**config.mk**
```make
export PLATFORM = sky130hd
export DESIGN_NAME = qp_req_arbiter
export DESIGN_NICKNAME = d
export VERILOG_FILES = /design/src/rtl/qp_req_arbiter.sv
export SDC_FILE = /design/constraint.sdc
export NUM_CORES = 1
export LEC_CHECK = 0
export BUFFER_PORTS_ARGS = -buffer_cell sky130_fd_sc_hd__buf_2
export CAP_MARGIN = 40
export CORE_MARGIN = 5
export CORE_UTILIZATION = 43
export CTS_CLUSTER_SIZE = 40
export DETAILED_ROUTE_END_ITERATION = 10
export GPL_TIMING_DRIVEN = 0
export PLACE_DENSITY = 0.77
export SYNTH_ARGS = -nofsm -noshare
export SYNTH_HDL_FRONTEND = slang
export SYNTH_SLANG_ARGS = --single-unit
```
**constraint.sdc**
```tcl
create_clock -name i_clk -period 4.43 [get_ports i_clk]
set_input_delay 0.886 -clock i_clk [delete_from_list [all_inputs] [get_ports i_clk]]
set_output_delay 0.886 -clock i_clk [all_outputs]
set_load 0.005 [all_outputs]
```
**src/rtl/qp_req_arbiter.sv**
```systemverilog
// Round-robin arbiter sharing one quick_page allocator request port.
// Drives the toggle-id request protocol and routes the reply to the grantee.
module qp_req_arbiter #(
    parameter int NUM_CLI  = 4,
    parameter int CLI_W    = $clog2(NUM_CLI),
    parameter int REQ_W    = 6,
    parameter int REP_W    = 10,
    parameter int START_TO = 8
) (
    input  logic                     i_clk,
    input  logic                     i_reset,
    input  logic [NUM_CLI-1:0]       i_cli_req_vld,
    output logic [NUM_CLI-1:0]       o_cli_req_rdy,
    input  logic [2*NUM_CLI-1:0]     i_cli_req_func,
    input  logic [REQ_W*NUM_CLI-1:0] i_cli_req_size,
    input  logic [REP_W*NUM_CLI-1:0] i_cli_req_data,
    output logic [NUM_CLI-1:0]       o_cli_rsp_vld,
    output logic                     o_cli_rsp_err,
    output logic [REP_W-1:0]         o_cli_rsp_data,
    output logic                     o_req_id,
    output logic [1:0]               o_req_func,
    output logic [REQ_W-1:0]         o_req_alloc_size,
    output logic [REP_W-1:0]         o_req_dealloc_data,
    input  logic                     i_busy,
    input  logic                     i_rep_alloc_vld,
    input  logic                     i_rep_dealloc_vld,
    input  logic [REP_W-1:0]         i_rep_data,
    output logic                     o_idle
);

    localparam int CNT_W = $clog2(START_TO + 1);
    localparam logic [REQ_W-1:0] MAX_SIZE = REQ_W'(1) << (REQ_W - 1);

    typedef enum logic [2:0] {
        IDLE,
        ISSUE,
        WAIT_BSY,
        WAIT_DONE,
        RESP
    } state_t;

    state_t             state;
    state_t             state_nxt;
    logic [CLI_W-1:0]   ptr;
    logic [CLI_W-1:0]   grant;
    logic [CLI_W-1:0]   win_idx;
    logic [CLI_W-1:0]   scan [NUM_CLI];
    logic               win_any;
    logic [1:0]         win_func;
    logic [REQ_W-1:0]   win_size;
    logic [REP_W-1:0]   win_data;
    logic               accept;
    logic               reject;
    logic               strobe;
    logic               in_op;
    logic               timeout;
    logic               done;
    logic               ok_flag;
    logic               alloc_op;
    logic [CNT_W-1:0]   cnt;

    for (genvar g = 0; g < NUM_CLI; g++) begin : g_scan
        assign scan[g] = CLI_W'((int'(ptr) + g) % NUM_CLI);
    end

    // First requester at or after the pointer wins.
    always_comb begin
        win_any = 1'b0;
        win_idx = '0;
        for (int i = 0; i < NUM_CLI; i++) begin
            if (!win_any && i_cli_req_vld[scan[i]]) begin
                win_any = 1'b1;
                win_idx = scan[i];
            end
        end
    end

    assign win_func = i_cli_req_func[int'(win_idx)*2 +: 2];
    assign win_size = i_cli_req_size[int'(win_idx)*REQ_W +: REQ_W];
    assign win_data = i_cli_req_data[int'(win_idx)*REP_W +: REP_W];

    assign reject = (win_func == 2'b00) || (win_func == 2'b11) ||
                    ((win_func == 2'b01) &&
                     ((win_size == '0) || (win_size > MAX_SIZE)));

    assign accept  = (state == IDLE) && win_any;
    assign o_cli_req_rdy = accept ? (NUM_CLI'(1) << win_idx) : '0;
    assign o_idle  = (state == IDLE) && !(|i_cli_req_vld);

    assign strobe  = alloc_op ? i_rep_alloc_vld : i_rep_dealloc_vld;
    assign in_op   = (state == ISSUE) || (state == WAIT_BSY) ||
                     (state == WAIT_DONE);
    assign timeout = (state == WAIT_BSY) && !i_busy && (cnt == CNT_W'(1));
    assign done    = (state == WAIT_DONE) && !i_busy;

    always_ff @(posedge i_clk) begin
        if (i_reset) state <= IDLE;
        else         state <= state_nxt;
    end

    always_comb begin
        state_nxt = state;
        unique case (state)
            IDLE:      if (accept) state_nxt = reject ? RESP : ISSUE;
            ISSUE:     state_nxt = WAIT_BSY;
            WAIT_BSY:  begin
                if (i_busy)       state_nxt = WAIT_DONE;
                else if (timeout) state_nxt = RESP;
            end
            WAIT_DONE: if (!i_busy) state_nxt = RESP;
            RESP:      state_nxt = IDLE;
            default:   state_nxt = IDLE;
        endcase
    end

    always_ff @(posedge i_clk) begin
        if (i_reset) begin
            ptr                <= '0;
            grant              <= '0;
            cnt                <= '0;
            ok_flag            <= 1'b0;
            alloc_op           <= 1'b0;
            o_cli_rsp_vld      <= '0;
            o_cli_rsp_err      <= 1'b0;
            o_cli_rsp_data     <= '0;
            o_req_id           <= 1'b0;
            o_req_func         <= 2'b00;
            o_req_alloc_size   <= '0;
            o_req_dealloc_data <= '0;
        end else begin
            o_cli_rsp_vld <= '0;
            if (accept) begin
                grant    <= win_idx;
                ptr      <= (int'(win_idx) == NUM_CLI - 1) ? '0 : win_idx + 1'b1;
                ok_flag  <= 1'b0;
                alloc_op <= (win_func == 2'b01);
                if (reject) begin
                    o_cli_rsp_vld  <= NUM_CLI'(1) << win_idx;
                    o_cli_rsp_err  <= 1'b1;
                    o_cli_rsp_data <= '0;
                end else begin
                    o_req_id           <= ~o_req_id;
                    o_req_func         <= win_func;
                    o_req_alloc_size   <= win_size;
                    o_req_dealloc_data <= win_data;
                end
            end
            if (state == ISSUE)
                cnt <= CNT_W'(START_TO);
            else if ((state == WAIT_BSY) && !i_busy)
                cnt <= cnt - 1'b1;
            if (in_op && strobe)
                ok_flag <= 1'b1;
            if (timeout) begin
                o_cli_rsp_vld  <= NUM_CLI'(1) << grant;
                o_cli_rsp_err  <= 1'b1;
                o_cli_rsp_data <= '0;
                o_req_func     <= 2'b00;
            end
            // The success strobe may coincide with the busy-fall cycle.
            if (done) begin
                o_cli_rsp_vld  <= NUM_CLI'(1) << grant;
                o_cli_rsp_err  <= ~(ok_flag | strobe);
                o_cli_rsp_data <= i_rep_data;
                o_req_func     <= 2'b00;
            end
        end
    end

endmodule

```
==> metrics.txt <==
Syn-to-layout area delta 29.2%; Post-Syn Area 2970 um2; largest cells by area after synthesis dfxtp_1, and3_1, nand2_1; drt pass-1 iters 4; total CTS buffers 5; fraction of registers with async set/reset 0%; Critical Path AT 4400 ps; Pwr Total roughly 2.2 mW; # Max-Cap Violations 0; Core Region a little under 7000 um2; CTS tree built; Site Rows 30; crit-path max FO 10; number of flops mapped to enable cells by yosys 0; Crit. End Element register; P_leak 1.88 nW; Hold/Removal Path Class register to register; non-filler instance count after layout about 600; # IOs 130; clock root cell clkbuf_8; Total GRT Usage 21.3%; DR vias between 3000 and 4000; cell with the most instances after synthesis nand2_1; final clock skew ~6.9 ps; worst hold slack 466 ps; WL final 9320 um; Die Wd 93.1 um; CP required 4610 ps; gr ovfl total 0; Max Slew Vio Count 0; ANT cells 0; post-synth net total around 480; DRC Markers 0; hold_buf cts 0; final-stage net count 615; Final Hold Viols 0; Multi-input gate area 1900 um2; CP Launch Type primary input; FF/Latch Area 941 um2; Die Footprint just under 9000 um2; Routed Antenna Nets 0; Slew @ Worst Pin 866 ps; initial antenna violation count 0; RSZ-0062 raised after global routing no; Distinct cells, synth 50; sequential area share after synthesis 31.7%; Post-DP HPWL 7400 um; Crit Path Class primary input to register; post-synth top area share 31.7%; #FFs+latches synth between 40 and 50; Final Util between 50% and 60%; Fmax 237 MHz; port bufs roughly 130; GPL Wtd Cong 0.862; DR vias/cell 5.74; Synth Warn # 0; peak supply drop approximately 0.00027 V; largest net degree at the start of global routing 15; Worst-path clk slew approximately 80 ps; Cells after Synth around 380; Synth top cells by count nand2_1, dfxtp_1, and3_1; Syn Area/Cell 7.79 um2; Final setup viols 0; Most used DFF post-synth dfxtp_1; global-route wire length before repair 14900 um; outcome completed; Slew HR 42.3%; setup bufs post-CTS 0; flop2flop setup slack ~550 ps; initial DRC count 220; Initial Util between 40% and 50%; fillcell total between 600 and 700; period utilization between 90% and 100%; area leader, netlist dfxtp_1; PD cells 567 nW/um2; H-tree levels 2; maximum clock path buffer count 2; share of layout cells above drive strength 1 30.5%; chip height between 90 and 100 um; cell total after placement 591; Worst-Skew Late Latency 300 ps; post-layout min period roughly 4200 ps; vias in the first global route 3304; CTS Sinks 47; WL/cell between 15 and 20 um
## worst max-delay path, cell delays in order
cell      delay, ps
buf_2           110
nor2b_1         180
or4b_1          530
buf_2           190
clkbuf_1        210
and3_1          230
a211oi_1        230
a21oi_1         110
ha_1            460
nand2b_1        230
nor4_2          360
mux2i_2         170
nand2_2         170
mux2_1          340
## sequential cells by signal (all words and copies together) (netlist names), 2 cells and up
register,flops
o_cli_rsp_data,10
o_req_dealloc_data,10
o_req_alloc_size,6
cnt,4
o_cli_rsp_vld,4
state,3
grant,2
o_req_func,2
ptr,2
## area by class of cell
class / instances / area share, %
plain buffers: 27 / 2.90
inverters: 7 / 0.685
flip-flops and latches: 47 / 24.5
clock buffers: 8 / 2.61
well taps: 80 / 2.61
repair buffers: 131 / 17.1
multi-input cells: 298 / 49.5
## power by group
| group | switching [mW] | leakage (nW) | total (mW) | internal (mW) |
|---|---|---|---|---|
| Sequential | 0.0622 | 0.384 | 0.587 | 0.525 |
| Combinational | 0.801 | 1.44 | 1.31 | 0.508 |
| Clock | 0.137 | 0.0515 | 0.279 | 0.142 |
## path summary, 6_finish.rpt
| check | startpoint | cells past startpoint | endpoint |
|---|---|---|---|
| max | i_cli_req_vld[2] | 14 | o_req_alloc_size[5] |
| min | o_req_dealloc_data[0] | 2 | o_req_dealloc_data[0] |
| max reg2reg | ptr[1] | 13 | o_req_alloc_size[5] |
| min reg2reg | o_req_dealloc_data[0] | 2 | o_req_dealloc_data[0] |
## through the flow
| step | setup TNS, ps | setup WS, ps | area [um2] |
|---|---|---|---|
| floorplan | 0 | 27.9 | 2970 |
| global placement | -15100 | -650 | 3710 |
| detailed placement | -15450 | -667 | 3720 |
| CTS | 0 | 60.5 | 3820 |
| global route | 0 | 16.7 | 3830 |
| finish | 0 | 208 | 3830 |
## cell families after synthesis
family	after synthesis	share of synthesized area, %
fa+ha+maj	7	2.95
simple gates	161	27.5
xor+xnor	3	0.886
buf+inv	36	4.77
mux	12	4.18
flops	47	31.7
compound gates	115	28.0
## layer usage
metal  vias up  global-route usage, %  wire length (um)
li1       1695                      -                 -
met1      1586                   25.3              3810
met2       123                   36.7              4580
met3        26                   5.87               697
met4         0                   7.69               226
met5         -                      0                 0
## layout by cell type, fill, tap and decap left out, drive strengths merged, types with 2 or more instances in the layout
cell    synthesis  layout
a211o           7       7
a211oi         14      14
a21bo           3       3
a21oi          19      19
a221oi          5       5
a22o           10      10
a311oi         10      10
a31oi           2       2
a32oi           3       3
a41o            5       5
and2            5       5
and3           36      36
and4            2       2
buf             9     138
clkbuf         20      28
dfxtp          47      47
ha              7       7
inv             7       7
mux2            3       3
mux2i           9       9
nand2          60      60
nand2b          4       4
nand3          10      10
nand3b          2       2
nor2           19      19
nor2b           5       5
nor3            3       3
nor3b           4       4
nor4            7       7
o21ai          27      27
or4             2       2
xor2            2       2
## repair_timing
item	4_1_cts	5_1_grt
endpoints found under the setup margin	28	20
cloned	0	0
endpoints found under the hold margin	0	0
resized for setup	2	9
(Power assumes the default switching activity.)
